--- src/rtl/sid_bus_master_pkg.sv ---
// -----------------------------------------------------------------------------
// Package sid
// Shared types for the SID bus master:
//   reg5_t / reg8_t : SID register address and data widths
//   phase_t         : one-hot bus phase strobes, indexed by PHI2, PHI2_PHI1,
//                     PHI1, PHI1_PHI2
//   bus_op_e        : command operation (WRITE, READ, RESET)
//   bus_cmd_t       : queued command {op, wait_cnt, addr, data}
//   bus_i_t         : signals driven toward the SID bus interface
//   state_e         : bus master FSM states
// drive_bus() maps a command to the bus values presented during an access.
// -----------------------------------------------------------------------------
package sid;

    typedef logic [4:0] reg5_t;
    typedef logic [7:0] reg8_t;
    typedef logic [3:0] phase_t;

    localparam int PHI2      = 0;
    localparam int PHI2_PHI1 = 1;
    localparam int PHI1      = 2;
    localparam int PHI1_PHI2 = 3;

    typedef enum logic [1:0] {
        WRITE = 2'd0,
        READ  = 2'd1,
        RESET = 2'd2
    } bus_op_e;

    typedef struct packed {
        bus_op_e     op;
        logic [15:0] wait_cnt;
        reg5_t       addr;
        reg8_t       data;
    } bus_cmd_t;

    typedef struct packed {
        reg5_t addr;
        reg8_t data;
        logic  we;
        logic  oe;
        logic  res;
    } bus_i_t;

    typedef enum logic [1:0] {
        S_IDLE    = 2'd0,
        S_WAIT    = 2'd1,
        S_ACCESS  = 2'd2,
        S_CAPTURE = 2'd3
    } state_e;

    // A RESET access drives only res; address and data stay at zero.
    function automatic bus_i_t drive_bus(bus_cmd_t c);
        bus_i_t b;
        b = '0;
        case (c.op)
            WRITE: begin
                b.addr = c.addr;
                b.data = c.data;
                b.we   = 1'b1;
            end
            READ: begin
                b.addr = c.addr;
                b.data = c.data;
                b.oe   = 1'b1;
            end
            RESET: begin
                b.res = 1'b1;
            end
            default: b = '0;
        endcase
        return b;
    endfunction

endpackage

--- src/rtl/sid_bus_master_fifo.sv ---
// -----------------------------------------------------------------------------
// sid_cmd_fifo
// Synchronous command FIFO with registered occupancy count.
// Ports:
//   clk, rst_n : clock, asynchronous active-low reset (pointers/count only)
//   push, din  : write request and command; ignored when full
//   pop        : read request; ignored when empty
//   dout       : head-of-queue command (valid while !empty)
//   empty/full : derived from the registered count
// DEPTH must be a power of two so the pointers wrap naturally.
// -----------------------------------------------------------------------------
module sid_cmd_fifo
    import sid::*;
#(
    parameter int DEPTH = 4
) (
    input  logic     clk,
    input  logic     rst_n,
    input  logic     push,
    input  bus_cmd_t din,
    input  logic     pop,
    output bus_cmd_t dout,
    output logic     empty,
    output logic     full
);

    localparam int AW = (DEPTH > 1) ? $clog2(DEPTH) : 1;
    localparam int CW = $clog2(DEPTH) + 1;

    logic [AW-1:0] wr_ptr_q, wr_ptr_d;
    logic [AW-1:0] rd_ptr_q, rd_ptr_d;
    logic [CW-1:0] count_q, count_d;
    logic          push_ok, pop_ok;
    bus_cmd_t      mem_q [DEPTH];

    assign empty = (count_q == '0);
    assign full  = (count_q == CW'(DEPTH));
    assign dout  = mem_q[rd_ptr_q];

    always_comb begin
        push_ok  = push && !full;
        pop_ok   = pop && !empty;
        wr_ptr_d = wr_ptr_q + AW'(push_ok);
        rd_ptr_d = rd_ptr_q + AW'(pop_ok);
        count_d  = count_q + CW'(push_ok) - CW'(pop_ok);
    end

    always_ff @(posedge clk or negedge rst_n) begin
        if (!rst_n) begin
            wr_ptr_q <= '0;
            rd_ptr_q <= '0;
            count_q  <= '0;
        end else begin
            wr_ptr_q <= wr_ptr_d;
            rd_ptr_q <= rd_ptr_d;
            count_q  <= count_d;
        end
    end

    // Storage carries no reset; only the count decides what is valid.
    always_ff @(posedge clk) begin
        if (push_ok) begin
            mem_q[wr_ptr_q] <= din;
        end
    end

endmodule

--- src/rtl/sid_bus_master.sv ---
// -----------------------------------------------------------------------------
// sid_bus_master
// Queues SID bus commands and plays them out aligned to the SID bus phases.
// Ports:
//   clk, rst_n          : clock, asynchronous active-low reset
//   phase               : one-hot phase strobes (each high for one clk)
//   cmd_valid/cmd_ready : command handshake into the FIFO
//   cmd                 : {op, wait_cnt, addr, data}
//   bus_o               : addr/data/we/oe/res toward the SID, zero when idle
//   data_i              : read data from the SID
//   rsp_valid/rsp_data  : one-clk read response; rsp_data holds afterwards
//   busy                : FIFO non-empty or FSM not idle
// -----------------------------------------------------------------------------
module sid_bus_master
    import sid::*;
#(
    parameter int FIFO_DEPTH = 4
) (
    input  logic     clk,
    input  logic     rst_n,
    input  phase_t   phase,
    input  logic     cmd_valid,
    output logic     cmd_ready,
    input  bus_cmd_t cmd,
    output bus_i_t   bus_o,
    input  reg8_t    data_i,
    output logic     rsp_valid,
    output reg8_t    rsp_data,
    output logic     busy
);

    state_e   state_q, state_d;
    bus_cmd_t cur_q, cur_d;
    reg8_t    rsp_data_q, rsp_data_d;
    logic     rdy_q, rdy_d;

    logic     fifo_push, fifo_pop, fifo_empty, fifo_full;
    bus_cmd_t fifo_dout;

    // The PHI1->PHI2 strobe carries no work for this master.
    logic     phase_unused;
    assign phase_unused = phase[PHI1_PHI2];

    // rdy_q holds cmd_ready low through reset and for the first clk after it.
    assign cmd_ready = rdy_q && !fifo_full;
    assign fifo_push = cmd_valid && cmd_ready;
    assign busy      = !fifo_empty || (state_q != S_IDLE);
    assign rsp_valid = (state_q == S_CAPTURE);
    assign rsp_data  = rsp_data_q;

    sid_cmd_fifo #(
        .DEPTH (FIFO_DEPTH)
    ) u_fifo (
        .clk   (clk),
        .rst_n (rst_n),
        .push  (fifo_push),
        .din   (cmd),
        .pop   (fifo_pop),
        .dout  (fifo_dout),
        .empty (fifo_empty),
        .full  (fifo_full)
    );

    always_comb begin
        state_d    = state_q;
        cur_d      = cur_q;
        rsp_data_d = rsp_data_q;
        rdy_d      = 1'b1;
        fifo_pop   = 1'b0;
        bus_o      = '0;

        case (state_q)
            S_IDLE: begin
                if (!fifo_empty) begin
                    fifo_pop = 1'b1;
                    cur_d    = fifo_dout;
                    state_d  = S_WAIT;
                end
            end
            S_WAIT: begin
                // wait_cnt doubles as the PHI2 down-counter.
                if (phase[PHI2]) begin
                    if (cur_q.wait_cnt == 16'd0) begin
                        state_d = S_ACCESS;
                    end else begin
                        cur_d.wait_cnt = cur_q.wait_cnt - 16'd1;
                    end
                end
            end
            S_ACCESS: begin
                bus_o = drive_bus(cur_q);
                if (phase[PHI1]) begin
                    state_d = S_IDLE;
                end else if (phase[PHI2_PHI1] && (cur_q.op == READ)) begin
                    rsp_data_d = data_i;
                    state_d    = S_CAPTURE;
                end
            end
            S_CAPTURE: begin
                // Still inside the access window; return to ACCESS if PHI1
                // has not arrived yet so CAPTURE lasts exactly one clk.
                bus_o   = drive_bus(cur_q);
                state_d = phase[PHI1] ? S_IDLE : S_ACCESS;
            end
            default: state_d = S_IDLE;
        endcase
    end

    always_ff @(posedge clk or negedge rst_n) begin
        if (!rst_n) begin
            state_q    <= S_IDLE;
            rsp_data_q <= '0;
            rdy_q      <= 1'b0;
        end else begin
            state_q    <= state_d;
            rsp_data_q <= rsp_data_d;
            rdy_q      <= rdy_d;
        end
    end

    always_ff @(posedge clk) begin
        cur_q <= cur_d;
    end

endmodule

--- config.mk ---
export PLATFORM = sky130hd
export DESIGN_NAME = sid_bus_master
export DESIGN_NICKNAME = d
export VERILOG_FILES = /design/src/rtl/sid_bus_master_pkg.sv /design/src/rtl/sid_bus_master_fifo.sv /design/src/rtl/sid_bus_master.sv
export SDC_FILE = /design/constraint.sdc
export NUM_CORES = 1
export LEC_CHECK = 0
export ABC_AREA = 1
export BUFFER_PORTS_ARGS = -buffer_cell sky130_fd_sc_hd__buf_4
export CAP_MARGIN = 20
export CORE_ASPECT_RATIO = 0.9
export CORE_UTILIZATION = 55
export DETAILED_ROUTE_END_ITERATION = 10
export PLACE_DENSITY_LB_ADDON = 0.25
export SYNTH_ARGS = -nofsm -noshare
export SYNTH_HDL_FRONTEND = slang
export SYNTH_SLANG_ARGS = --single-unit
--- constraint.sdc ---
create_clock -name clk -period 7 [get_ports clk]
set_input_delay 1.4 -clock clk [delete_from_list [all_inputs] [get_ports clk]]
set_output_delay 1.4 -clock clk [all_outputs]
set_load 0.1 [all_outputs]
==> impl_metrics.env, run 1 <==
export IMPL_cp_end_kind="primary output"
export IMPL_cts_root_buf="clkbuf_16"
export IMPL_placedCellCount=823
export IMPL_yosysUniqueCellTypes=31
export IMPL_synth_top_flop_cell="edfxtp_1"
export IMPL_fillerInstances=906
export IMPL_drtIter0Drc=399
export IMPL_yosysMostFrequentCell="edfxtp_1"
export IMPL_grt_pass1_vias=4451
export IMPL_cap_violations=0
export IMPL_finalHoldViolCount=0
export IMPL_syn_avg_cell_area_sq_um=11.9
export IMPL_skew_ns=0.0104
export IMPL_rows=39
export IMPL_rrSetupSlack_ns=4.43
export IMPL_vdd_ir_drop_max_uv=359
export IMPL_core_area_sq_um=12700
export IMPL_cp_max_fo=14
export IMPL_rr_worst_depth=5
export IMPL_vias=4612
export IMPL_hp_class="register to register"
export IMPL_io_buffers=71
export IMPL_hpwlAfterDp_microns=8130
export IMPL_syn2layout_area_growth_pct=16.7
export IMPL_synth_edf_count=155
export IMPL_grt_ovfl_total=0
export IMPL_cts_tree="yes"
export IMPL_vias_per_cell=5.39
export IMPL_holdPathStages=2
export IMPL_synth_cells=605
export IMPL_antenna_found_initial=0
export IMPL_wire_per_inst_microns=16.0
export IMPL_drt_wl_total_microns=13700
export IMPL_tightest_slew_ns=1.11
export IMPL_powerDensity_nw_per_um2=459
export IMPL_timing_final_crit_share_pct=50.2
export IMPL_cp_required_ns=5.60
export IMPL_start_util_pct=56.7
export IMPL_yosysTopAreaCellShare_pct=64.4
export IMPL_synth_area_top_cells="edfxtp_1 (64%), dfrtp_1 (6.2%), nor2_1 (5.5%)"
export IMPL_slew_violations=0
export IMPL_critPathMaxStageDelay_ns=0.66
export IMPL_ctsHtreeMaxLevel=4
export IMPL_drc=0
export IMPL_cts_sinks=173
export IMPL_maxSlewHeadroom_pct=26.0
export IMPL_yosysTopAreaCell="edfxtp_1"
export IMPL_firstDrtPassIters=4
export IMPL_synth_nets=656
export IMPL_die_x_microns=123
export IMPL_rsz0062_at_grt="false"
export IMPL_ant_nets=0
export IMPL_dieArea_sq_um=13600
export IMPL_cts_resized=0
export IMPL_cp_data_arrival_time_ns=2.11
export IMPL_drive_above_1_share_pct=20.3
export IMPL_crit_chain="nand2_1, nor2_1, buf_4"
export IMPL_tns_ns=0
export IMPL_fin_cells=855
export IMPL_grt_max_degree=66
export IMPL_nets=729
export IMPL_outcome="finished clean"
export IMPL_antenna_cells=0
export IMPL_post_cts_buffers=0
export IMPL_synth_seq_cells=173
export IMPL_io_pins=73
export IMPL_post_route_min_period_ns=3.51
export IMPL_fmax_mhz=285
export IMPL_fp_dieH_microns=111
export IMPL_synthArstFlopShare_pct=10.4
export IMPL_cp_start_kind="register"
export IMPL_crit_type="register to primary output"
export IMPL_grt_pass1_wl_microns=21700
export IMPL_synth_seq_area_share_pct=70.6
export IMPL_crit_slowest_cell="dfrtp_1"
export IMPL_clock_latency_ns=0.43
export IMPL_gp_congestion=0.862
export IMPL_ctsHoldBuffers=0
export IMPL_synth_common_cells="edfxtp_1 (155), nor2_1 (105), nand2_1 (95), o21ai_0 (55), inv_1 (47)"
export IMPL_power_leakage_uw=0.00328
export IMPL_syn_cell_area_sq_um=7230
export IMPL_cts_buffer_depth=2
export IMPL_setup_viol=0
export IMPL_grt_util_all_layers_pct=21.8
export IMPL_clk_pin_slew_ns=0.06
export IMPL_yosys_warnings=0
export IMPL_cts_made_buffers=17
## layout by cell type, fill, tap and decap left out, types with 2 or more instances in the layout
master,n
edfxtp_1,155
nor2_1,105
nand2_1,95
buf_4,78
o21ai_0,55
inv_1,47
o22ai_1,31
clkbuf_16,17
dfrtp_1,17
o21ai_1,14
nand3_1,12
o21ai_2,8
nor2_2,5
xor2_1,4
nor2_4,4
nor3_2,4
ha_1,4
inv_6,4
xnor2_1,3
inv_2,3
nand3b_1,2
a21oi_1,2
nand2_2,2
clkinvlp_4,2
inv_8,2
clkinv_4,2
clkinv_2,2
## metal layers
metal / GRT usage, % / vias up / wire length [microns]
met5: 0 / - / 0
met4: 10.6 / 0 / 221
met3: 7.25 / 21 / 874
met2: 33.7 / 131 / 6790
met1: 27.6 / 2221 / 5810
li1: - / 2239 / -
## critical path: cells and delay by family, from the launching register on
| family | cells | cell delay [ns] |
|---|---|---|
| simple gates | 2 | 0.69 |
| buf+inv | 1 | 0.32 |
| flops | 1 | 0.66 |
## path summary, 6_finish.rpt
check                                   from                  end
min in group asynchronous              rst_n          rsp_data[4]
hold / removal                   rsp_data[5]          rsp_data[5]
setup reg to reg           u_fifo.count_q[1]  u_fifo.mem_q[2][29]
setup / recovery                  state_q[1]             bus_o[8]
hold reg to reg                  rsp_data[5]          rsp_data[5]
max in group asynchronous              rst_n   u_fifo.rd_ptr_q[0]
## through the flow
| step | worst slack, ns | hold WS [ns] | instance area [sq um] | util (%) | power, uW |
|---|---|---|---|---|---|
| 2_1_floorplan | 2.60 | 0.483 | 7230 | - | 2680 |
| 3_3_place_gp | 3.65 | 0.464 | 7870 | 61.8 | 2950 |
| 3_5_place_dp | 3.64 | 0.472 | 7870 | 61.8 | 3000 |
| 4_1_cts | 3.45 | 0.489 | 8440 | 66.2 | 3900 |
| 5_1_grt | 3.33 | 0.504 | 8440 | 66.2 | 4080 |
| 6_report | 3.49 | 0.484 | 8440 | 66.2 | 3870 |
## final cells by class
cell class                 count  area, sq um  share of cell area, %
clock buffer                  18          429                   5.09
multi-input combinational    357         1780                   21.1
inverter                      51          194                   2.30
sequential                   173         5110                   60.5
tap                          164          205                   2.43
timing repair buffer          78          586                   6.94
clock inverter                14          134                   1.59
## power by group
| group | internal (uW) | total, uW | switching (uW) |
|---|---|---|---|
| combinational | 379 | 1420 | 1040 |
| clock | 497 | 894 | 398 |
| sequential | 1430 | 1560 | 128 |
## logic make-up after synthesis
family / after synthesis / synth area share [%]
xor+xnor: 7 / 0.848
flops: 173 / 70.6
other cells: 1 / 0.0519
fa+ha+maj: 5 / 0.970
buf+inv: 75 / 4.97
simple gates: 233 / 13.8
compound gates: 111 / 8.73
## flip-flops by register name, summed over array words and instances (netlist names)
| signal | cells |
|---|---|
| cur_q | 31 |
| rdy_q | 1 |
| u_fifo.mem_q | 124 |
| rsp_data | 8 |
| u_fifo.rd_ptr_q | 2 |
| state_q | 2 |
| u_fifo.count_q | 3 |
| u_fifo.wr_ptr_q | 2 |
Note: power is estimated with default switching activity, not from simulation.
==> inputs of run 2 (changes only) <==
- CORE_UTILIZATION: 55 -> 53
- clock period: 7 -> 3 ns (I/O delays scaled with it)
==> impl_metrics.env, run 2 (same netlist as run 1, synthesis figures left out) <==
export IMPL_outcome="complete, but fails checks"
export IMPL_violations="design-rule violations"
export IMPL_syn2layout_area_growth_pct=17.6
export IMPL_fp_dieH_microns=113
export IMPL_drc=8
export IMPL_wire_per_inst_microns=16.3
export IMPL_rrSetupSlack_ns=0.96
export IMPL_worst_r2r_endpoint="u_fifo.count_q[1]"
export IMPL_cp_start_kind="register"
export IMPL_vdd_ir_drop_max_uv=610
export IMPL_ant_nets=0
export IMPL_power_leakage_uw=0.00331
export IMPL_cts_made_buffers=17
export IMPL_setup_viol=0
export IMPL_cts_sinks=173
export IMPL_io_buffers=71
export IMPL_cts_buffer_depth=2
export IMPL_rr_worst_depth=8
export IMPL_post_route_min_period_ns=2.66
export IMPL_total_power_uw=9070
export IMPL_skew_ns=0.00646
export IMPL_finalHoldViolCount=0
export IMPL_cp_max_fo=14
export IMPL_drtIter0Drc=359
export IMPL_hp_class="input pin to asynchronous set/reset pin"
export IMPL_start_util_pct=54.3
export IMPL_fmax_mhz=375
export IMPL_critPathMaxStageDelay_ns=0.64
export IMPL_hpwlAfterDp_microns=8350
export IMPL_maxSlewHeadroom_pct=34.5
export IMPL_regArea_sq_um=5110
export IMPL_tightest_slew_ns=0.981
export IMPL_firstDrtPassIters=8
export IMPL_fillerInstances=1003
export IMPL_nets=733
export IMPL_dieArea_sq_um=14100
export IMPL_crit_slowest_cell="dfrtp_1"
export IMPL_cp_required_ns=2.40
export IMPL_powerDensity_nw_per_um2=1070
export IMPL_clock_latency_ns=0.42
export IMPL_cap_violations=0
export IMPL_gp_congestion=0.837
export IMPL_crit_chain="nand2_1, nor2_1, buf_4"
export IMPL_vias=4672
export IMPL_crit_type="register to primary output"
export IMPL_cts_tree="yes"
export IMPL_ctsHtreeMaxLevel=4
export IMPL_clk_pin_slew_ns=0.06
export IMPL_post_cts_buffers=0
export IMPL_die_x_microns=125
export IMPL_largest_register_ffs=124
export IMPL_cp_end_kind="primary output"
export IMPL_cp_data_arrival_time_ns=2.06
export IMPL_slew_violations=0
export IMPL_rsz0062_at_grt="false"
export IMPL_top_register="u_fifo.mem_q"
export IMPL_grt_ovfl_total=0
export IMPL_drt_wl_total_microns=14000
export IMPL_multi_input_area_sq_um=1820
export IMPL_io_pins=73
export IMPL_grt_pass1_wl_microns=22400
export IMPL_drive_above_1_share_pct=20.6
export IMPL_cts_resized=0
export IMPL_worst_path_buf_inv=1
export IMPL_grt_max_degree=65
export IMPL_final_common_cell="edfxtp_1"
export IMPL_core_area_sq_um=13300
export IMPL_rows=40
export IMPL_timing_final_crit_share_pct=88.8
export IMPL_cts_root_buf="clkbuf_16"
export IMPL_antenna_cells=0
export IMPL_cpLargestDelayFamily="simple AND/OR/NAND/NOR gates"
export IMPL_mostFrequentLayoutCells="edfxtp_1 (155), nor2_1 (105), nand2_1 (95), buf_4 (82), o21ai_0 (55)"
export IMPL_vias_per_cell=5.41
export IMPL_grt_util_all_layers_pct=21.1
export IMPL_grt_pass1_vias=4554
export IMPL_ctsHoldBuffers=0
export IMPL_antenna_found_initial=0
export IMPL_tns_ns=0
export IMPL_timing_rr_start="u_fifo.count_q[1]"
==> run 2: cell types whose count changed in the layout (fill, tap and decap cells not counted), moves of 3 or more <==
cell    before  now
buf_4       78   82
nor3_4       1    5
inv_6        4    1
nor3_2       4    1
==> run 2: worst max-delay path by stage <==
stage / startpoint / endpoint / slack (ns) / cells after the start
floorplan: u_fifo.count_q[1] / u_fifo.mem_q[0][0] / 0.16 / 4
global placement: state_q[1] / bus_o[6] / 0.84 / 3
detailed placement: state_q[1] / bus_o[15] / 0.78 / 3
CTS: state_q[1] / bus_o[15] / 0.31 / 3
global route: state_q[1] / bus_o[7] / 0.14 / 3
finish: state_q[1] / bus_o[15] / 0.34 / 3
==> run 2: layer usage <==
layer	share of wire, %	track usage [%]
met1	44	26.8
met2	49	33.4
met3	5.7	6.48
met4	2.0	10.2
met5	0	0
==> run 2: final cells by class <==
class	count	area share, %
tap	168	2.47
inverter	51	2.28
multi-input combinational	357	21.4
sequential	173	60.1
timing repair buffer	82	7.25
clock buffer	19	5.10
clock inverter	13	1.37
==> run 2: per-stage QoR <==
stage / hold slack [ns] / cells / setup slack (ns) / util (%) / cell area (sq um)
CTS: 0.0299 / 863 / 0.309 / 63.8 / 8500
detailed placement: 0.474 / 831 / 0.777 / 59.7 / 7950
finish: 0.0396 / 863 / 0.336 / 63.8 / 8500
global placement: 0.466 / 831 / 0.840 / 59.7 / 7950
floorplan: 0.304 / 605 / 0.158 / - / 7280
global route: 0.0394 / 863 / 0.142 / 63.8 / 8500
==> run 2: where the power goes <==
group	internal [uW]	switching, uW	total [uW]	leakage [uW]
Clock	1140	893	2040	0.000260
Combinational	914	2450	3360	0.00139
Sequential	3350	325	3670	0.00165
